--- config.mk ---
export PLATFORM = sky130hd
export DESIGN_NAME = aes_key_schedule
export DESIGN_NICKNAME = d
export VERILOG_FILES = /design/src/rtl/aes_key_schedule.sv
export SDC_FILE = /design/constraint.sdc
export NUM_CORES = 2
export LEC_CHECK = 0
export BUFFER_PORTS_ARGS = -buffer_cell sky130_fd_sc_hd__buf_2
export CAP_MARGIN = 30
export CORE_ASPECT_RATIO = 0.8
export CORE_MARGIN = 2
export CORE_UTILIZATION = 49
export CTS_CLUSTER_DIAMETER = 50
export DETAILED_ROUTE_END_ITERATION = 8
export GPL_ROUTABILITY_DRIVEN = 0
export PLACE_DENSITY = 0.62
export SYNTH_ARGS = -nofsm -noshare
export SYNTH_HDL_FRONTEND = slang
export SYNTH_SLANG_ARGS = --single-unit
--- constraint.sdc ---
create_clock -name clk -period 13.4 [get_ports clk]
set_clock_uncertainty 0.2 [all_clocks]
set_input_delay 2.01 -clock clk [delete_from_list [all_inputs] [get_ports clk]]
set_output_delay 2.01 -clock clk [all_outputs]
set_load 0.01 [all_outputs]
--- src/rtl/aes_key_schedule.sv ---
// AES-128 key schedule: expands a cipher key into 11 round keys streamed over a valid/ready port,
// keeps the full schedule so it can be re-streamed on request without re-expansion.
module aes_key_schedule #(
  parameter int unsigned NR = 10
) (
  input  logic         clk,
  input  logic         rst,
  input  logic         key_valid,
  output logic         key_ready,
  input  logic [127:0] key_in,
  input  logic         replay_valid,
  output logic         replay_ready,
  output logic         rk_valid,
  input  logic         rk_ready,
  output logic [127:0] rk_data,
  output logic [3:0]   rk_idx,
  output logic         rk_last,
  output logic         keys_stored
);

  if (NR != 10) begin : g_nr_check
    $fatal(1, "aes_key_schedule: only NR=10 (AES-128) is supported");
  end

  localparam int unsigned NumKeys = NR + 1;
  localparam logic [3:0]  LastIdx = 4'(NR);

  // FIPS-197 S-box, entry 0 in the MSBs.
  localparam logic [2047:0] SboxTable = {
    128'h637c777bf26b6fc53001672bfed7ab76, 128'hca82c97dfa5947f0add4a2af9ca472c0,
    128'hb7fd9326363ff7cc34a5e5f171d83115, 128'h04c723c31896059a071280e2eb27b275,
    128'h09832c1a1b6e5aa0523bd6b329e32f84, 128'h53d100ed20fcb15b6acbbe394a4c58cf,
    128'hd0efaafb434d338545f9027f503c9fa8, 128'h51a3408f929d38f5bcb6da2110fff3d2,
    128'hcd0c13ec5f974417c4a77e3d645d1973, 128'h60814fdc222a908846eeb814de5e0bdb,
    128'he0323a0a4906245cc2d3ac629195e479, 128'he7c8376d8dd54ea96c56f4ea657aae08,
    128'hba78252e1ca6b4c6e8dd741f4bbd8b8a, 128'h703eb5664803f60e613557b986c11d9e,
    128'he1f8981169d98e949b1e87e9ce5528df, 128'h8ca1890dbfe6426841992d0fb054bb16
  };

  typedef enum logic [1:0] {StIdle, StExpand, StStored, StReplay} state_e;

  state_e        state_q, state_d;
  logic [127:0]  rk_q, rk_d;
  logic [3:0]    idx_q, idx_d;
  logic          store_we;
  logic [127:0]  store_q [NumKeys];
  logic          key_hs, replay_hs, rk_hs, at_last;

  function automatic logic [7:0] sbox(input logic [7:0] a);
    return SboxTable[{~a, 3'b000} +: 8];
  endfunction

  function automatic logic [7:0] rcon(input logic [3:0] r);
    case (r)
      4'd1:    return 8'h01;
      4'd2:    return 8'h02;
      4'd3:    return 8'h04;
      4'd4:    return 8'h08;
      4'd5:    return 8'h10;
      4'd6:    return 8'h20;
      4'd7:    return 8'h40;
      4'd8:    return 8'h80;
      4'd9:    return 8'h1b;
      4'd10:   return 8'h36;
      default: return 8'h00;
    endcase
  endfunction

  function automatic logic [127:0] next_key(input logic [127:0] k, input logic [7:0] rc);
    logic [31:0] w3, t, n0, n1, n2, n3;
    w3 = k[31:0];
    t  = {sbox(w3[23:16]), sbox(w3[15:8]), sbox(w3[7:0]), sbox(w3[31:24])} ^ {rc, 24'h0};
    n0 = k[127:96] ^ t;
    n1 = k[95:64] ^ n0;
    n2 = k[63:32] ^ n1;
    n3 = w3 ^ n2;
    return {n0, n1, n2, n3};
  endfunction

  always_ff @(posedge clk) begin
    if (!rst) begin
      state_q <= StIdle;
      rk_q    <= '0;
      idx_q   <= '0;
    end else begin
      state_q <= state_d;
      rk_q    <= rk_d;
      idx_q   <= idx_d;
    end
  end

  // Storage is not reset; leaving STORED/REPLAY is what invalidates it.
  always_ff @(posedge clk) begin
    if (store_we) store_q[idx_q] <= rk_q;
  end

  assign key_hs    = key_valid && key_ready;
  assign replay_hs = replay_valid && replay_ready;
  assign rk_hs     = rk_valid && rk_ready;
  assign at_last   = (idx_q == LastIdx);

  always_comb begin
    state_d  = state_q;
    rk_d     = rk_q;
    idx_d    = idx_q;
    store_we = 1'b0;
    unique case (state_q)
      StIdle: begin
        if (key_hs) begin
          state_d = StExpand;
          rk_d    = key_in;
          idx_d   = '0;
        end
      end
      StExpand: begin
        if (rk_hs) begin
          store_we = 1'b1;
          if (at_last) begin
            state_d = StStored;
          end else begin
            rk_d  = next_key(rk_q, rcon(idx_q + 4'd1));
            idx_d = idx_q + 4'd1;
          end
        end
      end
      StStored: begin
        if (key_hs) begin
          state_d = StExpand;
          rk_d    = key_in;
          idx_d   = '0;
        end else if (replay_hs) begin
          state_d = StReplay;
          idx_d   = '0;
        end
      end
      StReplay: begin
        if (rk_hs) begin
          if (at_last) state_d = StStored;
          else         idx_d   = idx_q + 4'd1;
        end
      end
      default: state_d = StIdle;
    endcase
  end

  always_comb begin
    key_ready    = 1'b0;
    replay_ready = 1'b0;
    rk_valid     = 1'b0;
    rk_data      = '0;
    keys_stored  = 1'b0;
    unique case (state_q)
      StIdle: key_ready = 1'b1;
      StExpand: begin
        rk_valid = 1'b1;
        rk_data  = rk_q;
      end
      StStored: begin
        key_ready    = 1'b1;
        // A coincident key wins, so the replay must not see a handshake.
        replay_ready = !key_valid;
        keys_stored  = 1'b1;
      end
      StReplay: begin
        rk_valid    = 1'b1;
        rk_data     = store_q[idx_q];
        keys_stored = 1'b1;
      end
      default: ;
    endcase
    rk_idx  = idx_q;
    rk_last = rk_valid && at_last;
  end

endmodule

# Yosys cells after proc, flatten, opt, wreduce, memory -nomap -nowiden
# Memory sizes are Yosys's and may differ from the RTL's. A register that Yosys moved wholly into a read port is not among the register bits.
# Index checks and enable logic that the tools add are counted.
# word_totals
register_bits	134
ramBits	1408
mem_bits_ro	128
input_bits	133
output_inout_bits	137
wordCells	74
memories	2
# memory_table
memory	words	word_bits	read_ports	rd_ports_with_merged_regs	wr	line_no	text
store_q	11	128	1	1	1	46	logic [127:0] store_q [NumKeys];
(no name shown)	16	8	1	0	0	54	case (r)
# classes
n_addsub	1
n_eq_ne	12
n_shift	4
n_mux	30
bitwise	9
reduce_logical	13
# op_table
operator	count
$shiftx A2048 B12 Y8 const A	4
$pmux W128 S2	2
$mux W128	3
$xor A32 B32 Y32	5
$not A8 Y8	4
$mux W4	7
$mux W8	3
$pmux W4 S3	1
$reduce_and A4 Y1	3
$mux W2	5
$mux W1	8
$ne A2 B2 Y1 const B	4
$ne A2 B1 Y1 const B	3
$pmux W2 S3	1
$reduce_or A2 Y1	3
$add A4 B1 Y4 const B	1
$eq A2 B2 Y1 const B	2
$eq A4 B4 Y1 const B	1
$logic_and A1 B1 Y1	4
$ne A3 B3 Y1 const B	1
$eq A2 B1 Y1 const B	1
$logic_not A2 Y1	1
$reduce_bool A2 Y1	1
$logic_not A1 Y1	1

# Depth between registers and ports, before layout
# depth
ltp_word	14
ltp_mapped	15
ltp_nobuf	11

# Least setup slack after synthesis
# OpenSTA, ideal clock, no wires.
# synth_path
path_type	input to register
start	input port rk_ready
end	memory store_q[2][0], enable pin
setup_ns	0.616
arrival_time_ns	7.774
required_ns	12.584
path_slack_ns	4.810
stages	4
path_buffers	0
cell_sequence	nand2_1 > nor3_1 > nand2_1 > nor2_1
# synth_via
elab_chain_len	5
# synth_rtl
item	line_no	text
start: declaration	14	input logic rk_ready,
$logic_and A1 B1 Y1	99	assign rk_hs = rk_valid && rk_ready;
$mux W1	116	if (rk_hs) begin
$mux W1	107	unique case (state_q)
$mux W1	94	if (store_we) store_q[idx_q] <= rk_q;
$mux W1 (implied by the code)	94	
end: declaration	46	
# No other way between the ends.

==> impl_metrics.json <==
{
  "numPortBuffers": 269,
  "required_ns": 11.19,
  "coreArea_um2": 162000,
  "final_antenna_net_count": 0,
  "hpwl_um": 162000,
  "grt_pass1_wl_um": 387000,
  "cts_htree_levels": 4,
  "rsz0062_at_grt": "no",
  "relSlewSlack": 0.307,
  "fp-row-count": 132,
  "synth_simple_gate_area_share": 0.105,
  "crit_arrival_ns": 4.91,
  "drt-wirelength-per-cell_um": 30.6,
  "drtPass1Iterations": 9,
  "p_per_area_nw_per_um2": 156,
  "min_from": "rk_q[80]",
  "nets": 6643,
  "synth-main-ff-cell": "edfxtp_1",
  "drc": 0,
  "crit_path_frequent_cell": "mux2i_1",
  "synthXorXnorAreaFrac": 0.0145,
  "avgViaCountPerCell": 6.72,
  "synth_top_area_share": 0.528,
  "instances_no_fill": 8724,
  "yosysWarnings": 0,
  "async_flop_share": 0,
  "timing.final.crit_share": 0.531,
  "areaGrowthSynthToFinish_pct": 11.1,
  "cts_buffer_depth": 3,
  "combPwrFrac": 0.257,
  "synth.mux.area_fraction": 0.145,
  "postCtsHoldBufs": 0,
  "layout-drive-gt1-share": 0.178,
  "crit_slowest_cell": "buf_4",
  "antenna_found_initial": 19,
  "worstReg2RegStart": "rk_q[17]",
  "n_fill_cell": 13400,
  "synth_compound_area_frac": 0.127,
  "holdPathStages": 2,
  "final_common_cell": "edfxtp_1",
  "worstReg2RegEnd": "rk_q[30]",
  "ys_seq_elements": 1546,
  "start_util": 0.494,
  "synth_edf_count": 1408,
  "synth_top_family_by_area": "multiplexers",
  "cp_max_fo": 103,
  "critPathBufInv": 4,
  "run_status": "finished, final reports clean",
  "p_switching_mw": 4.55,
  "syn_avg_cell_area_um2": 12.5,
  "grt_usage": 0.314,
  "worst_path_largest_cell_delay_ns": 0.85,
  "use_met2": 0.461,
  "hold_slack_ns": 0.284,
  "initialDrtViolationCount": 9581,
  "pwr-share-seq": 0.411,
  "path_cells": "buf_16, buf_12, buf_4, mux4_2, mux2i_1, o21ai_0, mux2i_1, nor2_1, buf_2",
  "p_clk_frac": 0.333,
  "die_area_um2": 167000,
  "setup-violations-final": 0,
  "ioPinCount": 270,
  "synth_fp_nets": 6622,
  "critPathLaunchType": "register",
  "hold_viol": 0,
  "dp.cells": 8418,
  "tightest_slew_ns": 1.04,
  "grt.met3_usage": 0.0740,
  "top_usage_layer": "met2",
  "grt_max_degree": 159,
  "hold_end": "rk_q[80]",
  "synth.largest_area_cell": "edfxtp_1",
  "p_int_mw": 9.34,
  "die_y_um": 366,
  "cp_top_family": "buffers and inverters",
  "hp-class": "reg2reg",
  "syn_inst": 6424,
  "leakage_nw": 28.6,
  "syn_area_um2": 80100,
  "fmax_ghz": 0.140,
  "vias": 58600,
  "maxCapViolCount": 0,
  "gr-usage-met1": 0.435,
  "maxSlewViolCount": 0,
  "sw_frac_of_total": 0.328,
  "synth_cell_types": 107,
  "clkLatencyLatePin_ns": 0.84,
  "cts_setup_buffers": 0,
  "cts-resized-gates": 0,
  "tns_ns": 0,
  "synth-seq-area-share": 0.562,
  "critical_path.endpoint_type": "output pin",
  "numCtsBuffers": 163,
  "synthTopCellsByArea": "edfxtp_1 (53%), mux4_2 (8.5%), mux2i_1 (5.6%)",
  "place_ws_ns": 7.05,
  "cts_sinks": 1546,
  "vdd_ir_drop_max_mv": 0.142,
  "drt_wl_total_um": 267000,
  "grt_pass1_vias": 54700,
  "period_needed_ns": 7.12,
  "overflow": 0,
  "cts_root_buffer": "clkbuf_16",
  "fin_ws_ns": 6.28,
  "path_class": "reg2out",
  "cts.clk_slew.worst_paths_ns": 0.06,
  "r2r_slack_ns": 7.60,
  "die_w_um": 456,
  "cts_tree": "done",
  "synthAdderAreaFrac": 0.0105,
  "layout_common_cells": "edfxtp_1 (1408), nand2_1 (533), o21ai_0 (481)",
  "reg2reg_depth": 12,
  "power_mw": 13.9
}
flip-flops by register name (all words and copies together) (netlist names), named ones only:
register and cells:
state_q 2, rk_q 128, rk_idx 4, store_q 1408
cell usage after synthesis, types with 56 or more instances:
cell type / n
edfxtp_1: 1408
nand2_1: 535
o21ai_0: 481
mux2i_1: 451
nor2_1: 374
clkbuf_1: 360
mux4_2: 302
a21oi_1: 276
nor3_1: 153
dfxtp_1: 138
buf_2: 130
nor2b_1: 121
nand2b_1: 101
nand3_1: 99
buf_1: 84
a31oi_1: 67
ha_1: 64
a211oi_1: 58
and3_1: 58
a311oi_1: 56
inv_1: 56
layout make-up:
cell class	count	area (um^2)	share of cell area
Antenna cell	7	17.5	0.000197
Clock buffer	201	4270	0.0480
Clock inverter	92	1180	0.0133
Inverter	74	290	0.00326
Multi-Input combinational cell	4195	32300	0.362
Sequential cell	1546	45100	0.507
Tap cell	2144	2680	0.0301
Timing Repair Buffer	465	3220	0.0362
power by group through the flow:
stage               logic (mW)  registers [mW]  clock network, mW
floorplan                 2.37            5.70                  0
global placement          3.37            5.79                  0
detailed placement        3.40            5.80                  0
CTS                       3.41            5.69               4.68
global route              3.74            5.72               4.86
finish                    3.57            5.70               4.62
kinds of logic after synthesis:
| group | after synthesis |
|---|---|
| buf+inv | 683 |
| xor+xnor | 102 |
| compound gates | 1526 |
| fa+ha+maj | 67 |
| simple gates | 1723 |
| flops | 1546 |
| mux | 777 |
layer usage:
layer,up-vias,routed length (um)
met2,3828,115000
met5,-,41
met4,6,16300
li1,25000,-
met3,703,29200
met1,29100,106000
per-stage QoR:
step	util	cell area, um^2
2_1_floorplan	-	80100
3_3_place_gp	0.512	83100
3_5_place_dp	0.514	83400
4_1_cts	0.548	88900
5_1_grt	0.549	89000
6_report	0.549	89000
worst max path at each step:
stage	cells after the start	from	end	slack, ns
finish	9	register	rk_data[34]	6.28
detailed placement	9	register	rk_data[34]	7.05
CTS	9	register	rk_data[34]	6.15
global placement	8	register	rk_data[34]	6.88
floorplan	4	rk_ready	store_q[2][0]	4.81
global route	9	register	rk_data[34]	5.89
tightest hold or removal path, cell delays in order, from the launching register on:
cell and delay, ns:
dfxtp_1 0.32, nand2_1 0.06, a21oi_1 0.06
Power figures use the tool's default switching activity.
